[src/rtl/seg_scan_decoder.sv]
// Recovers the two 2-digit scores from a multiplexed active-low 7-segment bus.
// Each digit is accepted only after the bus has held one pattern for SETTLE_CYCLES samples.
module seg_scan_decoder #(
    parameter int unsigned SETTLE_CYCLES = 16,
    parameter int unsigned TIMEOUT       = 2000000
) (
    input  logic       clk_100MHz,
    input  logic       rst_n,
    input  logic [7:0] anode,
    input  logic [6:0] segment,
    output logic [5:0] wins1,
    output logic [5:0] wins2,
    output logic       frame_valid,
    output logic       decode_err,
    output logic       stale
);

    localparam int unsigned CW = (SETTLE_CYCLES > 2) ? $clog2(SETTLE_CYCLES) : 1;
    localparam int unsigned TW = $clog2(TIMEOUT + 1);
    localparam logic [CW-1:0] CNT_MAX = CW'(SETTLE_CYCLES - 1);
    localparam logic [TW-1:0] TMO     = TW'(TIMEOUT);

    typedef enum logic [1:0] {IDLE, SETTLE, CAPTURED} state_t;

    state_t          state_q, state_d;
    logic [14:0]     sync1_q, samp_q, prev_q;
    logic [CW-1:0]   cnt_q, cnt_d;
    logic [3:0][3:0] dig_q, dig_d;
    logic [3:0]      seen_q, seen_d;
    logic [5:0]      wins1_q, wins1_d, wins2_q, wins2_d;
    logic            fv_q, fv_d, err_q, err_d;
    logic [TW-1:0]   timer_q, timer_d;

    logic            changed, capture;
    logic [7:0]      cap_an;
    logic [6:0]      cap_seg;
    logic            blank, onehot, dig_ok, slot_ok, cap_err, cap_store;
    logic [3:0]      dig;
    logic [1:0]      slot;
    logic            all_seen, range_bad, frame_good;
    logic [6:0]      t1, t2;

    assign changed = (samp_q != prev_q);

    always_ff @(posedge clk_100MHz or negedge rst_n) begin
        if (!rst_n) begin
            state_q <= IDLE;
        end else begin
            state_q <= state_d;
        end
    end

    always_comb begin
        state_d = state_q;
        if (changed) begin
            state_d = SETTLE;
        end else if (state_q == SETTLE && cnt_q == CNT_MAX) begin
            state_d = CAPTURED;
        end
    end

    // prev_q is the pattern that has just been stable long enough, even if S moves this cycle
    always_comb begin
        capture = (state_q == SETTLE) && (cnt_q == CNT_MAX);
    end

    always_comb begin
        cap_an  = prev_q[14:7];
        cap_seg = prev_q[6:0];
        blank   = (cap_an == 8'hFF);
        onehot  = $onehot(~cap_an);
        dig_ok  = 1'b1;
        dig     = '0;
        case (cap_seg)
            7'h40: dig = 4'd0;
            7'h79: dig = 4'd1;
            7'h24: dig = 4'd2;
            7'h30: dig = 4'd3;
            7'h19: dig = 4'd4;
            7'h12: dig = 4'd5;
            7'h02: dig = 4'd6;
            7'h78: dig = 4'd7;
            7'h00: dig = 4'd8;
            7'h10: dig = 4'd9;
            default: dig_ok = 1'b0;
        endcase
        slot_ok = 1'b1;
        slot    = '0;
        case (cap_an)
            8'b1111_1110: slot = 2'd0;
            8'b1111_1101: slot = 2'd1;
            8'b1110_1111: slot = 2'd2;
            8'b1101_1111: slot = 2'd3;
            default:      slot_ok = 1'b0;
        endcase
        cap_err   = capture && !blank && !(onehot && dig_ok);
        cap_store = capture && slot_ok && dig_ok;
    end

    always_comb begin
        all_seen   = &seen_q;
        t1         = 7'(dig_q[0]) * 7'd10 + 7'(dig_q[1]);
        t2         = 7'(dig_q[2]) * 7'd10 + 7'(dig_q[3]);
        range_bad  = all_seen && (t1 > 7'd63 || t2 > 7'd63);
        frame_good = all_seen && !range_bad;

        cnt_d = changed ? '0 : ((cnt_q == CNT_MAX) ? cnt_q : cnt_q + 1'b1);

        // a capture landing on the clearing cycle keeps its own seen bit
        seen_d = all_seen ? '0 : seen_q;
        dig_d  = dig_q;
        if (cap_store) begin
            seen_d[slot] = 1'b1;
            dig_d[slot]  = dig;
        end

        fv_d    = frame_good;
        err_d   = cap_err || range_bad;
        wins1_d = frame_good ? t1[5:0] : wins1_q;
        wins2_d = frame_good ? t2[5:0] : wins2_q;
        timer_d = frame_good ? '0 : ((timer_q >= TMO) ? timer_q : timer_q + 1'b1);
    end

    always_ff @(posedge clk_100MHz or negedge rst_n) begin
        if (!rst_n) begin
            sync1_q <= '0;
            samp_q  <= '0;
            prev_q  <= '0;
            cnt_q   <= '0;
            dig_q   <= '0;
            seen_q  <= '0;
            wins1_q <= '0;
            wins2_q <= '0;
            fv_q    <= 1'b0;
            err_q   <= 1'b0;
            timer_q <= '0;
        end else begin
            sync1_q <= {anode, segment};
            samp_q  <= sync1_q;
            prev_q  <= samp_q;
            cnt_q   <= cnt_d;
            dig_q   <= dig_d;
            seen_q  <= seen_d;
            wins1_q <= wins1_d;
            wins2_q <= wins2_d;
            fv_q    <= fv_d;
            err_q   <= err_d;
            timer_q <= timer_d;
        end
    end

    assign wins1       = wins1_q;
    assign wins2       = wins2_q;
    assign frame_valid = fv_q;
    assign decode_err  = err_q;
    assign stale       = (timer_q >= TMO);

endmodule

[config.mk]
export PLATFORM = sky130hd
export DESIGN_NAME = seg_scan_decoder
export DESIGN_NICKNAME = d
export VERILOG_FILES = /design/src/rtl/seg_scan_decoder.sv
export SDC_FILE = /design/constraint.sdc
export NUM_CORES = 1
export LEC_CHECK = 0
export ABC_AREA = 1
export ABC_CLOCK_PERIOD_IN_PS = 9100
export BUFFER_PORTS_ARGS = -buffer_cell sky130_fd_sc_hd__buf_2
export CORE_MARGIN = 2
export CORE_UTILIZATION = 61
export CTS_BUF_LIST = sky130_fd_sc_hd__clkbuf_4 sky130_fd_sc_hd__clkbuf_8 sky130_fd_sc_hd__clkbuf_16
export DETAILED_ROUTE_END_ITERATION = 8
export PLACE_DENSITY = 0.79
export SKIP_LAST_GASP = 1
export SLEW_MARGIN = 20
export SYNTH_ARGS = -nofsm -noshare
export SYNTH_HDL_FRONTEND = slang
export SYNTH_SLANG_ARGS = --single-unit
[constraint.sdc]
create_clock -name clk_100MHz -period 9.1 [get_ports clk_100MHz]
set_input_delay 0.91 -clock clk_100MHz [delete_from_list [all_inputs] [get_ports clk_100MHz]]
set_output_delay 0.91 -clock clk_100MHz [all_outputs]
set_load 0.02 [all_outputs]
* Word level (Yosys, flattened, before mapping)
Cells that the tools add are included.
Storage, ports and cells: flip-flop bits (word level) 106, bits of input ports 17, output and inout bits 15, word-level logic and storage cells 91
Operators by class: add/subtract/negate cells 11, $mul 2, magnitude comparators 5, equal/unequal tests 20, muxes and demuxes 17, bitwise operators 2, reduce and logical (&&, ||, !) cells 19
Operators with widths (count):
- $mux 21 | 2
- $eq 8x8->1 const B | 5
- $pmux 4 s9 | 1
- $add 21x1->21 const B | 1
- $eq 7x5->1 const B | 3
- $eq 7x7->1 const B | 3
- $ge 21x21->1 const B | 1
- $mux 4 | 5
- $bwmux 16 | 1
- $ne 15x15->1 | 1
- $add 7x4->7 | 2
- $eq 7x6->1 const B | 2
- $gt 7x6->1 const B | 2
- $mul 4x3->6 const B | 2
- $reduce_or 10->1 | 1
- $logic_and 1x1->1 | 9
- $add 1x1->2 | 4
- $demux 4 s2 | 1
- $not 8->8 | 1
- $eq 7x2->1 const B | 1
- $logic_not 7->1 | 1
- $add 2x2->3 | 2
- $pmux 2 s3 | 1
- $add 3x3->4 | 1
- 17 further kinds | 23

* Longest topological paths before layout
Gate-level depths: netlist of run 1.
depth in word-level cells 9, gate-level depth with buffers 13, mapped depth without buffers 13

* Worst setup path after synthesis of run 1
Ideal clock, no wire load.
path kind register to register, start reg prev_q[7], end reg err_q (netlist: decode_err), arrival 2.914 ns, required time 8.979 ns, slack 6.065 ns, cell stages (with the launch flop) 13, cell sequence dfrtp_1 > fa_1 > inv_1 > fa_1 > fa_1 > ha_1 > inv_1 > fa_1 > nand3_1 > a21oi_1 > nand2_1 > nand3_1 > nand2_1
Between the ends: cells in the longest elaborated chain, start to end 9, elaborated cells between the ends (all ways) 12, classes of those cells 3 x add/sub; 2 x eq/ne; 1 x bitwise; 6 x reduce/logical
RTL lines:
- from (decl) | RTL line 26 | logic [14:0] sync1_q, samp_q, prev_q;
- from (signal assigned) | RTL line 140 | prev_q <= samp_q;
- $not 8->8 | RTL line 71 | onehot = $onehot(~cap_an);
- $add 1x1->2 (implied by the code) | RTL line 71
- $add 2x2->3 (implied by the code) | RTL line 71
- $add 3x3->4 (implied by the code) | RTL line 71
- $eq 4x1->1 | RTL line 71
- $logic_and 1x1->1 | RTL line 96 | cap_err = capture && !blank && !(onehot && dig_ok);
- $logic_not 1->1 | RTL line 96
- $logic_and 1x1->1 * | RTL line 96
- $logic_or 1x1->1 * | RTL line 118 | err_d = cap_err || range_bad;
- via err_d | RTL line 31 | logic fv_q, fv_d, err_q, err_d;
- to (signal assigned) | RTL line 147 | err_q <= err_d;
- to (decl) | RTL line 31
Mark *: on every way through the listed nets, which the timed path passes. The rest lies on a longest branch. A chain may end at the register's enable or synchronous reset.

* Final worst setup path of run 1
Ends and elaborated chain as after synthesis.

==> impl_metrics.yaml, run 1 <==
power_and_ir_drop:
  ir_drop_mv: 0.140
  powerDensity_nw_per_um2: 143
  power_w: 0.000817
  p_leak_nw: 3.10
sta:
  worst_pin_slew_ns: 0.826
  fmax_mhz: 312
  slew_violations: 0
  finalSetupTns_ns: 0
  rsz0062_at_grt: "false"
  slew_headroom: 0.448
  finalCriticalPeriod_ns: 3.20
  setup_viol: 0
  fin_crit_sh: 0.352
  finalHoldViolCount: 0
  skew_ns: 0.0186
synth:
  synth.distinct_cells: 28
  synth_top_family_by_area: "simple AND/OR/NAND/NOR gates"
  ys_async_sr_fraction: 1.00
  synth.cells.most_frequent: "190 x nand2_1, 106 x dfrtp_1, 74 x inv_1"
  ys_warn_count: 0
  syn_area_sq_um: 5290
  synth.top_cell.area_share: 0.501
  synth_ff_type: "dfrtp_1"
  synth.ff_latch_count: 106
  synthAdderAreaFrac: 0.0847
  post_synth.cell_area_avg_sq_um: 8.62
  synth_xor_area_frac: 0.0364
  yosysTopAreaCell: "dfrtp_1"
  syn_nets: 662
  synth_simple_gate_area_frac: 0.286
  yosysSeqAreaShare: 0.501
  syn-instance-count: 614
  synth_top_cells_by_area: "dfrtp_1 50%, nand2_1 13%, ha_1 5.4%"
  yosysMostFrequentCell: "nand2_1"
  synth_compound_area_frac: 0.0222
  synth_edf_count: 0
  synthMuxAreaShare: 0
setup_path:
  crit_fanout: 5
  cp.buffers_inverters: 2
  worst-r2r-cell-count: 12
  critical_path.endpoint: "decode_err$_DFF_PN0_"
  worstPathRequired_ns: 9.37
  critical_path_class: "reg2reg"
  worst-path-stages: 12
  crit_arrival_ns: 3.47
  setup.worst_path.end_class: "register"
  critPathMostFrequentCell: "fa_1"
  critPathLaunch: "prev_q[7]$_DFF_PN0_"
  path_cells: "fa_1, inv_1, fa_1, fa_1, ha_1, inv_1, fa_1, nand3_1, a21oi_1, nand2_1, nand3_1, nand2_1"
  cp_slowest_stage_delay_ns: 0.55
  startpoint_type: "register"
  timing.rr.start: "prev_q[7]$_DFF_PN0_"
  worstReg2RegEnd: "decode_err$_DFF_PN0_"
  path_delay_family: "adder cells"
  crit_slowest_cell: "fa_1"
  regToRegSetupSlack_ns: 5.90
die:
  pin_count: 32
  core_area_sq_um: 8300
  die-area_sq_um: 9440
  fp.dieW_microns: 97.1
  dieHeight_microns: 97.1
  num_rows: 33
  initial_core_util: 0.638
layout:
  antenna_cells: 0
  nets: 697
  drive_gt1_frac: 0.113
  area_growth_pct: 8.25
  fin_util: 0.690
clock_tree:
  cts_buffers: 9
  cts_tree: "done"
  cts_sinks: 106
  clk_pin_slew_ns: 0.11
  insertion_delay_ns: 0.38
  ctsResizeCount: 0
  ctsHoldBuffers: 0
  cts_max_level: 3
  clockRootBuffer: "clkbuf_8"
  ctsLongestPathBuffers: 2
  postCtsSetupBuffers: 0
global_routing:
  antenna_found_initial: 0
  grt_pass1_wl_microns: 17000
  grt_pass1_vias: 3956
  track_usage: 0.221
  overflow: 0
  grt_start_max_net_pins: 61
placement:
  portBuffers: 31
  dp_hpwl_microns: 7160
  place_congestion: 0.879
route:
  drt-initial-drc-count: 191
  drt_first_pass_iters: 5
  finalWirelength_microns: 9580
  ant_nets: 0
  wl_per_cell_microns: 12.6
  viasPerCell: 5.28
  vias: 4007
  drc: 0
outcome:
  outcome: "complete, no violations"
hold_path:
  hold_class: "reg2reg"
run:
  drv_cap: 0
[layout make-up]
type,instances,area (sq um)
clock inverters,6,60.1
clock buffers,10,131
well taps,105,131
flip-flops and latches,106,2650
inverters,80,300
fillers,656,2570
multi-input cells,418,2270
repair buffers,34,180
[cells by family after synthesis]
logic type	after synthesis
and+or+nand+nor	342
DFF	106
buffers and inverters	90
adders and majority gates	31
AOI/OAI and AO/OA	23
xor gates and xnor gates	22
[power by group]
part	switching, W	total (W)	internal [W]
sequential	0.00000779	0.000489	0.000481
combinational	0.0000304	0.0000492	0.0000188
clock	0.000170	0.000279	0.000110
total	0.000208	0.000817	0.000609
[flip-flops by register name, indices dropped and copies added (netlist names), 4 cells and up]
register  count
cnt_q         4
dig_q        16
prev_q       15
samp_q       15
seen_q        4
sync1_q      15
timer_q      21
wins1         6
wins2         6
[worst min-delay path by stage]
stage               cells past startpoint                   from              endpoint  slack (ns)
detailed placement                      0  sync1_q[11]$_DFF_PN0_  samp_q[11]$_DFF_PN0_        0.33
global route                            0   sync1_q[7]$_DFF_PN0_   samp_q[7]$_DFF_PN0_        0.36
CTS                                     0   sync1_q[7]$_DFF_PN0_   samp_q[7]$_DFF_PN0_        0.35
finish                                  0   sync1_q[7]$_DFF_PN0_   samp_q[7]$_DFF_PN0_        0.35
floorplan                               0   sync1_q[0]$_DFF_PN0_   samp_q[0]$_DFF_PN0_        0.33
global placement                        0  sync1_q[10]$_DFF_PN0_  samp_q[10]$_DFF_PN0_        0.33
[stage by stage]
step	hold slack [ns]	instance area [sq um]	std cells	setup slack, ns
6_report	0.354	5730	759	5.90
5_1_grt	0.360	5730	759	5.79
4_1_cts	0.346	5730	759	5.93
3_5_place_dp	0.335	5540	743	5.91
3_3_place_gp	0.331	5540	743	5.98
2_1_floorplan	0.331	5290	614	6.07
[cell usage in the layout (no fill, tap or decap), types with 8 or more instances in the layout]
| cell type | netlist | final |
|---|---|---|
| nand2_1 | 190 | 190 |
| dfrtp_1 | 106 | 106 |
| inv_1 | 74 | 74 |
| nor2_1 | 68 | 68 |
| buf_2 | 5 | 30 |
| nand4_1 | 28 | 28 |
| nand3_1 | 25 | 25 |
| ha_1 | 23 | 23 |
| xnor2_1 | 16 | 16 |
| o21ai_0 | 11 | 11 |
| a21oi_1 | 10 | 10 |
| nor3_1 | 9 | 9 |
| clkbuf_8 | 0 | 9 |
| fa_1 | 8 | 8 |
[layer usage]
layer | vias up | wire, microns | share of wire | track usage
li1 | 1998 | - | - | -
met1 | 1891 | 4260 | 0.44 | 0.282
met2 | 99 | 4730 | 0.49 | 0.370
met3 | 19 | 395 | 0.041 | 0.0489
met4 | 0 | 198 | 0.021 | 0.0878
met5 | - | 0 | 0 | 0
(Power assumes the default switching activity.)
==> inputs of run 2 (changes only) <==
--- a/config.mk
+++ b/config.mk
@@ -6,7 +6,7 @@
 export NUM_CORES = 1
 export LEC_CHECK = 0
 export ABC_AREA = 1
-export ABC_CLOCK_PERIOD_IN_PS = 9100
+export ABC_CLOCK_PERIOD_IN_PS = 3100
 export BUFFER_PORTS_ARGS = -buffer_cell sky130_fd_sc_hd__buf_2
 export CORE_MARGIN = 2
 export CORE_UTILIZATION = 61
==> constraint.sdc (replaced) <==
create_clock -name clk_100MHz -period 3.1 [get_ports clk_100MHz]
set_input_delay 0.31 -clock clk_100MHz [delete_from_list [all_inputs] [get_ports clk_100MHz]]
set_output_delay 0.31 -clock clk_100MHz [all_outputs]
set_load 0.02 [all_outputs]
==> impl_metrics.yaml, run 2 (synthesis results as in run 1) <==
outcome:
  outcome: "finished with violations"
  violations: "setup timing"
clock_tree:
  cts_sinks: 106
  ctsResizeCount: 0
  postCtsSetupBuffers: 0
  cts_buffers: 9
  cts_max_level: 3
  clockRootBuffer: "clkbuf_8"
  clk_pin_slew_ns: 0.12
  ctsLongestPathBuffers: 2
  cts_tree: "done"
  insertion_delay_ns: 0.38
die:
  fp.dieW_microns: 97.1
  pin_count: 32
  num_rows: 33
  die-area_sq_um: 9440
  initial_core_util: 0.638
  dieHeight_microns: 97.1
  core_area_sq_um: 8300
sta:
  setup_slack_ns: -0.135
  slew_headroom: 0.400
  finalHoldViolCount: 0
  worst_pin_slew_ns: 0.901
  finalSetupTns_ns: -0.135
  fmax_mhz: 309
  skew_ns: 0.0166
  finalCriticalPeriod_ns: 3.24
  slew_violations: 0
  fin_crit_sh: 1.04
  setup_viol: 1
  rsz0062_at_grt: "true"
layout:
  area_growth_pct: 10.2
  regMostFlops: "timer_q"
  antenna_cells: 0
  nets: 705
  n_fill_cell: 634
  largest_register_ff_count: 21
  drive_gt1_frac: 0.119
  fin_util: 0.703
  mostFrequentLayoutCells: "190 x nand2_1, 106 x dfrtp_1, 74 x inv_1, 68 x nor2_1, 30 x buf_2"
  largest_registers: "timer_q: 21 flops, dig_q: 16 flops"
  final_common_cell: "nand2_1"
power_and_ir_drop:
  internal-power_w: 0.00180
  switching_share: 0.265
  ir_drop_mv: 0.421
  p_comb_frac: 0.064
  pwr-share-clk: 0.352
  powerDensity_nw_per_um2: 421
  p_leak_nw: 3.15
  p_sw_w: 0.000650
  seq_power_share: 0.584
route:
  drc: 0
  drt_first_pass_iters: 4
  ant_nets: 0
  finalWirelength_microns: 9720
  vias: 3955
  drt-initial-drc-count: 157
  viasPerCell: 5.16
  wl_per_cell_microns: 12.7
setup_path:
  critical_path.endpoint: "decode_err$_DFF_PN0_"
  setup.worst_path.end_class: "register"
  crit_slowest_cell: "fa_1"
  worstReg2RegEnd: "decode_err$_DFF_PN0_"
  crit_fanout: 2
  startpoint_type: "register"
  critical_path_class: "reg2reg"
  worstPathRequired_ns: 3.37
  worst-r2r-cell-count: 12
  critPathMostFrequentCell: "fa_1"
  cp_slowest_stage_delay_ns: 0.54
  critPathLaunch: "prev_q[7]$_DFF_PN0_"
  timing.rr.start: "prev_q[7]$_DFF_PN0_"
  regToRegSetupSlack_ns: -0.14
  crit_arrival_ns: 3.50
  path_cells: "fa_1, inv_1, fa_1, fa_1, ha_1, inv_1, fa_1, nand3_1, a21oi_1, nand2_1, nand3_1, nand2_1"
placement:
  place_congestion: 0.962
  dp_slack_ns: -0.126
  dp_hpwl_microns: 7260
  portBuffers: 31
run:
  drv_cap: 0
global_routing:
  grt_pass1_wl_microns: 17000
  antenna_found_initial: 0
  track_usage: 0.221
  grt_start_max_net_pins: 75
  grt_pass1_vias: 3869
  overflow: 0
hold_path:
  hold_class: "in2reg"
[run 2: cell count changes in the layout (fill, tap and decap cells not counted), sizes merged]
cell | previous run | this run
dlygate4sd3 | 0 | 3
clkinv | 2 | 4
clkbuf | 10 | 9
inv | 84 | 83
buf | 34 | 39
[run 2: power by group through the flow]
| stage | clock, W | sequential (W) | combinational, W |
|---|---|---|---|
| floorplan | 0 | 0.00146 | 0.0000888 |
| global placement | 0 | 0.00146 | 0.000140 |
| finish | 0.000864 | 0.00143 | 0.000156 |
| detailed placement | 0 | 0.00146 | 0.000156 |
| global route | 0.000938 | 0.00144 | 0.000179 |
| CTS | 0.000889 | 0.00143 | 0.000156 |
[run 2: critical path: cells and delay by family (launching register included)]
family | cells | cell delay, ns
flip-flops | 1 | 0.42
AO/OA/AOI/OAI | 1 | 0.12
adder cells (fa/ha/maj) | 5 | 2.19
buffers and inverters | 2 | 0.11
AND/OR/NAND/NOR | 4 | 0.29
[run 2: worst min-delay path by stage]
stage                                from                     to  slack (ns)  cells past startpoint
CTS                              anode[7]  sync1_q[14]$_DFF_PN0_        0.01                      1
detailed placement  sync1_q[12]$_DFF_PN0_   samp_q[12]$_DFF_PN0_        0.33                      0
floorplan                           rst_n   cnt_q[0]$_DFFE_PN0P_        0.01                      0
finish                           anode[6]  sync1_q[13]$_DFF_PN0_        0.02                      1
global placement     sync1_q[4]$_DFF_PN0_    samp_q[4]$_DFF_PN0_        0.33                      0
global route                   segment[5]   sync1_q[5]$_DFF_PN0_       0.003                      1
[run 2: final cells by class]
cell class	instances	area, sq um	share of cell area
sequential	106	2650	0.455
multi-input combinational	418	2270	0.390
inverter	80	300	0.0515
timing repair buffer	42	260	0.0446
tap	105	131	0.0225
clock buffer	9	124	0.0212
clock inverter	7	91.3	0.0157
[run 2: stage by stage]
| step | power [W] | hold WS (ns) | instances | instance area, sq um |
|---|---|---|---|---|
| final | 0.00245 | 0.0245 | 767 | 5830 |
| after global routing | 0.00256 | 0.00257 | 767 | 5830 |
| after CTS | 0.00248 | 0.00992 | 764 | 5800 |
| after detailed placement | 0.00162 | 0.335 | 748 | 5590 |
| after global placement | 0.00160 | 0.332 | 748 | 5590 |
| after floorplan | 0.00155 | 0.0144 | 614 | 5290 |
[run 2: layer usage]
metal / up-vias / wire [microns] / track usage
li1: 2009 / - / -
met1: 1840 / 4190 / 0.268
met2: 88 / 4980 / 0.384
met3: 18 / 372 / 0.0525
met4: 0 / 180 / 0.0813
met5: - / 0 / 0
[run 2: timing repair]
item | in CTS | in global routing
hold buffers | 0 | 3
hold endpoints to repair | 0 | 3
pin swaps | 0 | 0
endpoints found under the setup margin | 1 | 1
==> inputs of run 3 (changes only) <==
--- a/config.mk
+++ b/config.mk
@@ -13,6 +13,7 @@
 export CTS_BUF_LIST = sky130_fd_sc_hd__clkbuf_4 sky130_fd_sc_hd__clkbuf_8 sky130_fd_sc_hd__clkbuf_16
 export DETAILED_ROUTE_END_ITERATION = 8
 export PLACE_DENSITY = 0.79
+export REMOVE_ABC_BUFFERS = 1
 export SKIP_LAST_GASP = 1
 export SLEW_MARGIN = 20
 export SYNTH_ARGS = -nofsm -noshare
==> impl_metrics.yaml, run 3 (synthesis results as in run 1) <==
power_and_ir_drop:
  p_sw_w: 0.000637
  seq_power_share: 0.584
  switching_share: 0.260
  p_comb_frac: 0.064
  powerDensity_nw_per_um2: 421
  pwr-share-clk: 0.352
  p_leak_nw: 3.15
  internal-power_w: 0.00182
  ir_drop_mv: 0.416
setup_path:
  cp_slowest_stage_delay_ns: 0.55
  path_cells: "fa_1, inv_1, fa_1, fa_1, ha_2, inv_1, fa_1, nand3_1, a21oi_2, nand2_1, nand3_1, nand2_1"
  path_delay_family: "adder cells"
  crit_arrival_ns: 3.46
  cp.buffers_inverters: 2
  startpoint_type: "register"
  critical_path_class: "reg2reg"
  setup.worst_path.end_class: "register"
  crit_slowest_cell: "fa_1"
  worstPathRequired_ns: 3.37
  critPathMostFrequentCell: "fa_1"
  crit_fanout: 2
global_routing:
  antenna_found_initial: 0
  grt_pass1_wl_microns: 16900
  track_usage: 0.218
  grt_start_max_net_pins: 55
  grt_pass1_vias: 3865
  overflow: 0
outcome:
  outcome: "finished with violations"
  violations: "setup timing"
sta:
  setup_slack_ns: -0.0933
  fin_hold_ws_ns: 0.0212
  rsz0062_at_grt: "true"
  worst_pin_slew_ns: 0.679
  fmax_mhz: 313
  fin_crit_sh: 1.03
  finalCriticalPeriod_ns: 3.19
  slew_headroom: 0.547
  setup_viol: 1
  finalHoldViolCount: 0
  slew_violations: 0
  skew_ns: 0.0146
route:
  ant_nets: 0
  finalWirelength_microns: 9420
  drt_first_pass_iters: 4
  vias: 3953
  drt-initial-drc-count: 149
  wl_per_cell_microns: 12.3
  drc: 0
  viasPerCell: 5.16
die:
  die-area_sq_um: 9440
  pin_count: 32
  fp.dieW_microns: 97.1
  num_rows: 33
  core_area_sq_um: 8300
  initial_core_util: 0.638
  dieHeight_microns: 97.1
layout:
  regMostFlops: "timer_q"
  final_common_cell: "nand2_1"
  mostFrequentLayoutCells: "190 x nand2_1, 106 x dfrtp_1, 74 x inv_1, 68 x nor2_1, 30 x buf_2"
  nets: 704
  area_growth_pct: 10.1
  drive_gt1_frac: 0.124
  largest_register_ff_count: 21
  antenna_cells: 0
  final_cells: 766
  largest_registers: "timer_q: 21 flops, dig_q: 16 flops"
clock_tree:
  cts_buffers: 9
  cts_tree: "done"
  ctsLongestPathBuffers: 2
  clk_pin_slew_ns: 0.12
  cts_sinks: 106
  insertion_delay_ns: 0.38
  clockRootBuffer: "clkbuf_8"
  cts_max_level: 3
hold_path:
  hold_class: "in2reg"
placement:
  portBuffers: 31
  dp_hpwl_microns: 6770
  dp.cells: 747
  place_congestion: 0.922
run:
  drv_cap: 0
-- run 3: final cells by class --
type	instances	area [sq um]
tap	105	131
clock inverter	6	67.6
fill	647	2470
sequential	106	2650
inverter	80	300
timing repair buffer	41	260
clock buffer	10	138
multi-input combinational	418	2280
-- run 3: final timing paths --
check	startpoint	cells after the start	slack, ns	endpoint
max	prev_q[7]$_DFF_PN0_	12	-0.09	decode_err$_DFF_PN0_
min	segment[6]	1	0.02	sync1_q[6]$_DFF_PN0_
max reg2reg	prev_q[7]$_DFF_PN0_	12	-0.09	decode_err$_DFF_PN0_
min reg2reg	sync1_q[4]$_DFF_PN0_	0	0.35	samp_q[4]$_DFF_PN0_
max in group asynchronous	rst_n	3	1.89	prev_q[2]$_DFF_PN0_
min in group asynchronous	rst_n	2	0.52	timer_q[14]$_DFFE_PN0P_
-- run 3: through the flow --
step	setup slack (ns)	TNS (ns)	utilization	total power, W	cell area (sq um)
4_1_cts	-0.0536	-0.0536	0.701	0.00248	5810
3_3_place_gp	0.0303	0	0.674	0.00160	5590
3_5_place_dp	-0.0509	-0.0509	0.674	0.00161	5590
5_1_grt	-0.235	-0.235	0.702	0.00256	5830
2_1_floorplan	0.0457	0	-	0.00154	5230
6_report	-0.0933	-0.0933	0.702	0.00245	5830
-- run 3: what timing repair did --
item	CTS	global route
endpoints found under the setup margin	1	1
setup buffers	1	1
gates resized for setup	0	2
endpoints found under the hold margin	53	0
hold buffers	1	0
-- run 3: power groups by stage --
| stage | Clock, W | Combinational [W] | Sequential (W) |
|---|---|---|---|
| after detailed placement | 0 | 0.000150 | 0.00146 |
| final | 0.000863 | 0.000157 | 0.00143 |
| after CTS | 0.000890 | 0.000153 | 0.00143 |
| after global routing | 0.000939 | 0.000184 | 0.00144 |
| after floorplan | 0 | 0.0000858 | 0.00146 |
| after global placement | 0 | 0.000141 | 0.00146 |
-- run 3: layer usage --
layer / global-route usage / up-vias / part of all wire
li1: - / 2005 / -
met4: 0.0704 / 0 / 0.020
met1: 0.272 / 1839 / 0.43
met2: 0.383 / 89 / 0.50
met5: 0 / - / 0
met3: 0.0417 / 20 / 0.044
